### src/rtl/rf_arb_pkg.sv
// Shared definitions for the register-file write-port arbiter: default
// widths, the starvation FSM state encoding and the hard-wired zero register.
package rf_arb_pkg;

    localparam int AW_DEF   = 5;
    localparam int DW_DEF   = 32;
    localparam int REG_ZERO = 0;

    // States of the starvation guard (only used when RF_ARB_STARVE_EN is defined)
    typedef enum logic [1:0] {
        ST_IDLE  = 2'd0,
        ST_WAIT  = 2'd1,
        ST_FORCE = 2'd2
    } arb_state_e;

endpackage

### src/rtl/rf_arb_fifo.sv
// Synchronous FIFO holding MDU results (destination + data) until a write
// slot on the register file is free. Pointers wrap modulo DEPTH; a separate
// full flag disambiguates equal pointers.
module rf_arb_fifo #(
    parameter int DEPTH = 2,
    parameter int WIDTH = 37
) (
    input  logic             clk,
    input  logic             rst_n,
    input  logic             push,
    input  logic [WIDTH-1:0] push_data,
    input  logic             pop,
    output logic [WIDTH-1:0] head,
    output logic             full,
    output logic             empty
);

    localparam int PW = (DEPTH > 1) ? $clog2(DEPTH) : 1;

    logic [WIDTH-1:0] mem_r [DEPTH];
    logic [PW-1:0]    wr_ptr_r;
    logic [PW-1:0]    rd_ptr_r;
    logic             full_r;
    logic             do_push_s;
    logic             do_pop_s;
    logic             empty_s;

    assign empty_s   = (wr_ptr_r == rd_ptr_r) && !full_r;
    assign do_push_s = push && !full_r;
    assign do_pop_s  = pop && !empty_s;
    assign head      = mem_r[rd_ptr_r];
    assign full      = full_r;
    assign empty     = empty_s;

    // Storage array: written at the tail on an accepted push
    always_ff @(posedge clk or negedge rst_n) begin
        if (!rst_n) begin
            for (int i = 0; i < DEPTH; i++) begin
                mem_r[i] <= {WIDTH{1'b0}};
            end
        end else if (do_push_s) begin
            mem_r[wr_ptr_r] <= push_data;
        end
    end

    // Pointer and full-flag bookkeeping
    always_ff @(posedge clk or negedge rst_n) begin
        if (!rst_n) begin
            wr_ptr_r <= {PW{1'b0}};
            rd_ptr_r <= {PW{1'b0}};
            full_r   <= 1'b0;
        end else begin
            if (do_push_s) begin
                wr_ptr_r <= wr_ptr_r + PW'(1);
            end
            if (do_pop_s) begin
                rd_ptr_r <= rd_ptr_r + PW'(1);
            end
            if (do_push_s && !do_pop_s && ((wr_ptr_r + PW'(1)) == rd_ptr_r)) begin
                full_r <= 1'b1;
            end else if (do_pop_s && !do_push_s) begin
                full_r <= 1'b0;
            end
        end
    end

endmodule

### src/rtl/rf_wport_arbiter.sv
// Register-file write-port arbiter. The WB stage owns the single write port;
// MDU results are queued in a small FIFO and written in free WB slots. A
// scoreboard of pending MDU destinations drives a read-hazard stall to ID.
// Optional macro RF_ARB_STARVE_EN adds a starvation guard that holds WB after
// STARVE_LIMIT consecutive blocked cycles so the FIFO head can drain.
module rf_wport_arbiter
    import rf_arb_pkg::*;
#(
    parameter int DEPTH        = 2,
    parameter int STARVE_LIMIT = 4,
    parameter int AW           = AW_DEF,
    parameter int DW           = DW_DEF
) (
    input  logic                 clk,
    input  logic                 rst_n,
    input  logic                 wb_valid,
    input  logic [AW-1:0]        wb_addr,
    input  logic [DW-1:0]        wb_data,
    output logic                 wb_hold,
    input  logic                 mdu_issue,
    input  logic [AW-1:0]        mdu_issue_addr,
    input  logic                 mdu_valid,
    input  logic [AW-1:0]        mdu_addr,
    input  logic [DW-1:0]        mdu_data,
    output logic                 mdu_ready,
    input  logic [AW-1:0]        rd_addr1,
    input  logic [AW-1:0]        rd_addr2,
    output logic                 hazard_stall,
    output logic [(1<<AW)-1:0]   pending_mask,
    output logic                 RegWrite,
    output logic [AW-1:0]        W_addr,
    output logic [DW-1:0]        W_data
);

    localparam int NREG = 1 << AW;
    localparam int FW   = AW + DW;
    localparam logic [NREG-1:0] ONE_BIT = {{(NREG-1){1'b0}}, 1'b1};

    if ((DEPTH < 2) || ((DEPTH & (DEPTH - 1)) != 0) || (STARVE_LIMIT < 1)) begin : g_param_check
        $error("rf_wport_arbiter: DEPTH must be a power of 2 >= 2 and STARVE_LIMIT >= 1");
    end

    logic            wb_busy_s;
    logic            hold_s;
    logic            wb_sel_s;
    logic            fifo_sel_s;
    logic            fifo_full_s;
    logic            fifo_empty_s;
    logic            push_s;
    logic [FW-1:0]   fifo_head_s;
    logic [AW-1:0]   head_addr_s;
    logic [DW-1:0]   head_data_s;
    logic [NREG-1:0] set_mask_s;
    logic [NREG-1:0] clr_mask_s;
    logic [NREG-1:0] pend_next_s;

    // A WB write to r0 is a no-op and leaves the slot free for the FIFO.
    assign wb_busy_s   = wb_valid && (wb_addr != AW'(REG_ZERO));
    assign wb_sel_s    = wb_busy_s && !hold_s;
    assign fifo_sel_s  = !wb_sel_s && !fifo_empty_s;
    assign head_addr_s = fifo_head_s[FW-1:DW];
    assign head_data_s = fifo_head_s[DW-1:0];

    // Results to r0 are acknowledged but never stored.
    assign push_s    = mdu_valid && !fifo_full_s && (mdu_addr != AW'(REG_ZERO));
    assign mdu_ready = !fifo_full_s;
    assign wb_hold   = hold_s;

    rf_arb_fifo #(
        .DEPTH (DEPTH),
        .WIDTH (FW)
    ) u_fifo (
        .clk       (clk),
        .rst_n     (rst_n),
        .push      (push_s),
        .push_data ({mdu_addr, mdu_data}),
        .pop       (fifo_sel_s),
        .head      (fifo_head_s),
        .full      (fifo_full_s),
        .empty     (fifo_empty_s)
    );

    // Write-port mux: WB first, then FIFO head, else idle; forced idle in reset
    always_comb begin
        RegWrite = 1'b0;
        W_addr   = {AW{1'b0}};
        W_data   = {DW{1'b0}};
        if (!rst_n) begin
            RegWrite = 1'b0;
        end else if (wb_sel_s) begin
            RegWrite = 1'b1;
            W_addr   = wb_addr;
            W_data   = wb_data;
        end else if (fifo_sel_s) begin
            RegWrite = 1'b1;
            W_addr   = head_addr_s;
            W_data   = head_data_s;
        end else begin
            RegWrite = 1'b0;
        end
    end

    // Scoreboard next value: issue sets, FIFO-head write clears, set wins, r0 stays clear
    always_comb begin
        set_mask_s  = (mdu_issue && (mdu_issue_addr != AW'(REG_ZERO)))
                      ? (ONE_BIT << mdu_issue_addr) : {NREG{1'b0}};
        clr_mask_s  = fifo_sel_s ? (ONE_BIT << head_addr_s) : {NREG{1'b0}};
        pend_next_s = ((pending_mask & ~clr_mask_s) | set_mask_s) & ~ONE_BIT;
    end

    // Scoreboard register
    always_ff @(posedge clk or negedge rst_n) begin
        if (!rst_n) begin
            pending_mask <= {NREG{1'b0}};
        end else begin
            pending_mask <= pend_next_s;
        end
    end

    assign hazard_stall = pending_mask[rd_addr1] | pending_mask[rd_addr2];

`ifdef RF_ARB_STARVE_EN
    localparam int CW = $clog2(STARVE_LIMIT + 1);

    arb_state_e    state_r;
    arb_state_e    state_next_s;
    logic [CW-1:0] cnt_r;
    logic [CW-1:0] cnt_next_s;
    logic          blocked_s;

    // Head is blocked when it has data but WB took the port this cycle.
    assign blocked_s = !fifo_empty_s && wb_sel_s;
    assign hold_s    = (state_r == ST_FORCE);

    // Starvation FSM state and blocked-cycle counter
    always_ff @(posedge clk or negedge rst_n) begin
        if (!rst_n) begin
            state_r <= ST_IDLE;
            cnt_r   <= {CW{1'b0}};
        end else begin
            state_r <= state_next_s;
            cnt_r   <= cnt_next_s;
        end
    end

    // Starvation FSM next state: count blocked cycles, force one pop at the limit
    always_comb begin
        state_next_s = state_r;
        cnt_next_s   = cnt_r;
        case (state_r)
            ST_IDLE: begin
                if (blocked_s) begin
                    cnt_next_s = CW'(1);
                    if (STARVE_LIMIT <= 1) begin
                        state_next_s = ST_FORCE;
                    end else begin
                        state_next_s = ST_WAIT;
                    end
                end else begin
                    cnt_next_s   = {CW{1'b0}};
                    state_next_s = ST_IDLE;
                end
            end
            ST_WAIT: begin
                if (blocked_s) begin
                    cnt_next_s = cnt_r + CW'(1);
                    if (cnt_r >= CW'(STARVE_LIMIT - 1)) begin
                        state_next_s = ST_FORCE;
                    end else begin
                        state_next_s = ST_WAIT;
                    end
                end else begin
                    cnt_next_s   = {CW{1'b0}};
                    state_next_s = ST_IDLE;
                end
            end
            ST_FORCE: begin
                // The head always pops in FORCE, so one cycle here suffices.
                cnt_next_s   = {CW{1'b0}};
                state_next_s = ST_IDLE;
            end
            default: begin
                cnt_next_s   = {CW{1'b0}};
                state_next_s = ST_IDLE;
            end
        endcase
    end
`else
    assign hold_s = 1'b0;
`endif

endmodule

### config.mk
export PLATFORM = sky130hd
export DESIGN_NAME = rf_wport_arbiter
export DESIGN_NICKNAME = d
export VERILOG_FILES = /design/src/rtl/rf_arb_pkg.sv /design/src/rtl/rf_arb_fifo.sv /design/src/rtl/rf_wport_arbiter.sv
export SDC_FILE = /design/constraint.sdc
export NUM_CORES = 1
export LEC_CHECK = 0
export ABC_AREA = 1
export CAP_MARGIN = 20
export CELL_PAD_IN_SITES_DETAIL_PLACEMENT = 0
export CELL_PAD_IN_SITES_GLOBAL_PLACEMENT = 1
export CORE_MARGIN = 5
export CORE_UTILIZATION = 35
export DETAILED_ROUTE_END_ITERATION = 12
export HOLD_SLACK_MARGIN = 0.06
export PLACE_DENSITY_LB_ADDON = 0.05
export SYNTH_ARGS = -nofsm -noshare
export SYNTH_HDL_FRONTEND = slang
export SYNTH_SLANG_ARGS = --single-unit
### constraint.sdc
create_clock -name clk -period 3.7 [get_ports clk]
set_clock_uncertainty 0.2 [all_clocks]
set_input_delay 0.74 -clock clk [delete_from_list [all_inputs] [get_ports clk]]
set_output_delay 0.74 -clock clk [all_outputs]
set_load 0.02 [all_outputs]
* After elaboration in Yosys (flattened, before gate mapping)
Index checks and enable logic that the tools add are counted.
** Word-level totals
- Register bits :: 108
- Latch bits :: 0
- Memory bits (writable) :: 0
- ROM bits :: 0
- Output and inout bits :: 73
- Word-level logic and storage cells :: 67
- Memories kept :: 0
** Operators by class
- $add $sub $neg :: 2
- $mul :: 0
- Div/mod/pow operators :: 0
- Order comparisons :: 5
- Equal/unequal tests :: 2
- Shifts and indexed selects :: 2
- Mux-type cells :: 23
- Bitwise logic cells :: 6
- Reductions and logical operators :: 21
** Operator list (number)
- $mux 32 :: 5
- $mux 37 :: 4
- $bwmux 74 :: 1
- $shl 1x5->32 const A :: 2
- $demux 37 s1 :: 1
- $and 32x32->32 :: 1
- $not 32->32 :: 1
- $or 32x32->32 :: 1
- $mux 5 :: 3
- $reduce_bool 5->1 :: 3
- $logic_and 1x1->1 :: 12
- $lt 5x6->1 const B :: 2
- $bmux 1 s5 :: 2
- $mux 1 :: 7
- $logic_not 1->1 :: 5
- $ge 2x2->1 const B :: 2
- $not 1->2 :: 2
- $add 1x1->1 const B :: 2
- $eq 1x1->1 :: 2
- $lt 2x1->1 const B :: 1
- $reduce_bool 2->1 :: 1
- $or 1x1->1 :: 1

* Longest topological paths before layout
- Depth in word-level cells :: 9
- Depth in mapped cells :: 11
- Depth with buffers taken out :: 9

* By module
A second synthesis with hierarchy kept.
** Unflattened totals
- Cells, all modules :: 906
- Area, all modules :: 6434.9 um2
** By module, submodules not included
- rf_arb_fifo :: instances 1, cells each 417, area an instance 3599.7 um2
- rf_wport_arbiter :: instances 1, cells each 489, area an instance 2835.2 um2

* Worst setup path before layout
OpenSTA, ideal clock, no wires.
- Path kind :: input port to output port
- Start point :: in wb_addr[1]
- End point :: out W_addr[4]
- Arrival time :: 1.929 ns
- Required time :: 2.760 ns
- Slack :: 0.831 ns
- Stages :: 8
- Cells stage by stage :: nor2_1 -> nand3b_1 -> nand2_1 -> nand2_2 -> or2_1 -> buf_6 -> buf_6 -> a21oi_1
** On the way
- Cells in the longest elaborated chain, start to end :: 7
** RTL lines
- start, declared :: line rf_wport_arbiter.sv:17 : input logic [AW-1:0] wb_addr,
- $reduce_bool 5->1 * :: line rf_wport_arbiter.sv:58 : assign wb_busy_s = wb_valid && (wb_addr != AW'(REG_ZERO));
- $logic_and 1x1->1 * :: line rf_wport_arbiter.sv:58
- $logic_not 1->1 :: line rf_wport_arbiter.sv:60 : assign fifo_sel_s = !wb_sel_s && !fifo_empty_s;
- $logic_and 1x1->1 :: line rf_wport_arbiter.sv:60
- $mux 5 :: line rf_wport_arbiter.sv:94 : end else if (fifo_sel_s) begin
- $mux 5 * :: line rf_wport_arbiter.sv:90 : end else if (wb_sel_s) begin
- $mux 5 * :: line rf_wport_arbiter.sv:88 : if (!rst_n) begin
- end, declared :: line rf_wport_arbiter.sv:31 : output logic [AW-1:0] W_addr,
Mark *: on every way between the ends. The rest lies on a longest branch, timed or not.

* Worst setup path after layout
- Start point :: in wb_addr[4]
- End point :: out W_data[3]
** On the way
- Cells in the longest elaborated chain, start to end :: 7
** RTL lines
- $reduce_bool 5->1 * :: line rf_wport_arbiter.sv:58
- $logic_and 1x1->1 * :: line rf_wport_arbiter.sv:58
- $logic_not 1->1 :: line rf_wport_arbiter.sv:60
- $logic_and 1x1->1 :: line rf_wport_arbiter.sv:60
- $mux 32 :: line rf_wport_arbiter.sv:94
- $mux 32 * :: line rf_wport_arbiter.sv:90
- $mux 32 * :: line rf_wport_arbiter.sv:88
- end, declared :: line rf_wport_arbiter.sv:32 : output logic [DW-1:0] W_data
Marked as above.

==> out/qor.yml <==
status: "finished, final reports clean"
max_stage_delay_ps: 630
leakage_nw: 4.60
antenna_found_initial: 0
drt_iter0_drc: 354
synth_edf_count: 0
fp.coreArea_sq_um: 17200
cpMaxStageDelayCell: "clkdlybuf4s50_1"
synth_top_cells_by_count: "nand2_1, dfrtp_1, o21ai_0"
ys_types: 29
cp_cell_sequence: "clkdlybuf4s50_1, nor2_1, nand3b_1, nand2_1, nand2_2, inv_2, buf_4, nand2_1, a21oi_1, clkdlybuf4s50_1"
clock_tree.root_cell: "clkbuf_16"
cts_buffers: 9
ff2ff_path_depth: 9
setup_viol: 0
start_kind: "input port"
drc: 0
crit_required_ps: 2760
post-route-cell-area_sq_um: 8480
cts_htree_levels: 3
route.met2.wl_um: 10100
grt_pass1_vias: 6059
timing.setup.tns_ps: 0
hold_viol_final: 0
ios: 167
synthesis.instances: 897
yosysWarningCount: 0
hold_ws_ps: 283
wirelength_um: 20500
min_path_type: "reg -> reg"
multiInputGateArea_sq_um: 2850
dpl-instance-area_sq_um: 8060
grt_max_degree: 59
timing.hold.worst_path_depth: 2
drt-pass1-iter-count: 5
port_buffers: 164
clk_path_buf_depth: 2
avgViaCountPerCell: 4.80
post-cts-setup-buffers: 0
start_util: 0.356
area_growth_pct: 38.0
yosysTopAreaCell: "dfrtp_1"
dieArea_sq_um: 20300
worstMarginPinSlew_ps: 768
antenna_cells: 0
grt_usage: 0.204
cts_resized: 0
path_max_fanout: 9
synth_most_common_cell: "nand2_1"
ir_drop_v: 0.000448
syn_area_sq_um: 6140
worst-setup-path-type: "in -> out"
ys_seq_area_frac: 0.440
worstSkewPairLatency_ps: 350
stdcell_count: 1278
place_congestion: 0.836
cts.sinks: 108
grt_pass1_wl_um: 32700
met3WireLength_um: 1090
slew_viol_final: 0
layout-drive-gt1-share: 0.0684
max_freq_mhz: 282
nNetsFinal: 1142
die_x_um: 142
cts_tree: "done"
cts.hold.buffers_added: 0
rsz0062_at_grt: "no"
fill_cells: 1808
dr.max_layer_used: "met4"
synth_ff_type: "dfrtp_1"
async_flop_share: 1.00
syn_area_per_cell_sq_um: 6.85
endpoint_kind: "output pin"
regArea_sq_um: 2700
place_inst: 1262
place_hpwl_um: 15100
overflow: 0
wire_per_inst_um: 16.0
period_share: 0.958
drv_cap: 0
relSlewSlack: 0.488
cp.arrival_ps: 2600
vias: 6140
synthTopCellsByArea: "dfrtp_1, nand2_1, o21ai_0"
die_height_um: 142
synth-seq-cells: 108
min_period_ps: 3540
antenna_left: 0
cts.clk_slew.worst_paths_ps: 70
synth_top_area_frac: 0.440
rows: 48
power.density_nw_per_um2: 739
utilization: 0.492
drt-met1-wl_um: 8660
[per-layer routing]
layer	GRT usage	vias up
li1	-	3116
met4	0.0695	0
met2	0.352	157
met5	0	-
met1	0.257	2840
met3	0.0360	27
[final cells by class]
| type | instances | area share |
|---|---|---|
| clock buffer | 11 | 0.0298 |
| clock inverter | 5 | 0.00782 |
| tap | 225 | 0.0332 |
| sequential | 108 | 0.319 |
| multi-input combinational | 647 | 0.336 |
| timing repair buffer | 191 | 0.234 |
| inverter | 91 | 0.0403 |
[critical path: cells and delay by family]
family | cells | cell delay, ps
AO/OA/AOI/OAI | 1 | 110
buffers and inverters | 4 | 1290
AND/OR/NAND/NOR | 5 | 460
[flip-flops by register name, indices dropped and copies added, names as in the netlist]
signal           flops
u_fifo.mem_r        74
u_fifo.rd_ptr_r      1
u_fifo.wr_ptr_r      1
pending_mask        31
u_fifo.full          1
[cells by family after synthesis]
family	synth area share
simple gates	0.327
compound gates	0.131
buf+inv	0.0978
flops	0.440
xor+xnor	0.00143
mux	0.00163
other cells	0.000611
[worst paths after layout]
| kind | from | end | slack, ps |
|---|---|---|---|
| max reg2reg | u_fifo.rd_ptr_r | pending_mask[16] | 1390 |
| max in group asynchronous | rst_n | u_fifo.mem_r[44] | 1750 |
| max | wb_addr[4] | W_data[3] | 160 |
| min in group asynchronous | rst_n | pending_mask[11] | 300 |
| min reg2reg | u_fifo.mem_r[53] | u_fifo.mem_r[53] | 280 |
| min | u_fifo.mem_r[53] | u_fifo.mem_r[53] | 280 |
[placed cells by master (no fill, tap or decap), types with 2 or more instances in the layout]
cell,n
buf_4,24
nand3_1,82
buf_12,4
dfrtp_1,108
inv_1,85
dlymetal6s2s_1,37
nor3_2,3
clkbuf_16,9
o21ai_2,12
a21oi_1,38
conb_1,2
o21ai_0,89
clkbuf_8,2
nor3_1,6
o21ai_1,7
nand2_2,5
nand2_1,378
clkdlybuf4s50_1,126
nor2_1,15
inv_2,5
or2_1,2
[report_power, final]
part	total, mW	switching, mW	internal, mW
logic	2.95	1.78	1.17
registers	2.28	0.532	1.75
clock network	1.04	0.464	0.571
total	6.26	2.78	3.48
[metrics by stage]
| stage | total power [mW] | worst slack [ps] |
|---|---|---|
| 2_1_floorplan | 3.95 | 831 |
| 3_3_place_gp | 5.29 | 99.3 |
| 3_5_place_dp | 5.31 | 63.0 |
| 4_1_cts | 6.36 | 51.9 |
| 5_1_grt | 6.79 | 1.56 |
| 6_report | 6.26 | 157 |
Note: power is estimated with default switching activity, not from simulation.
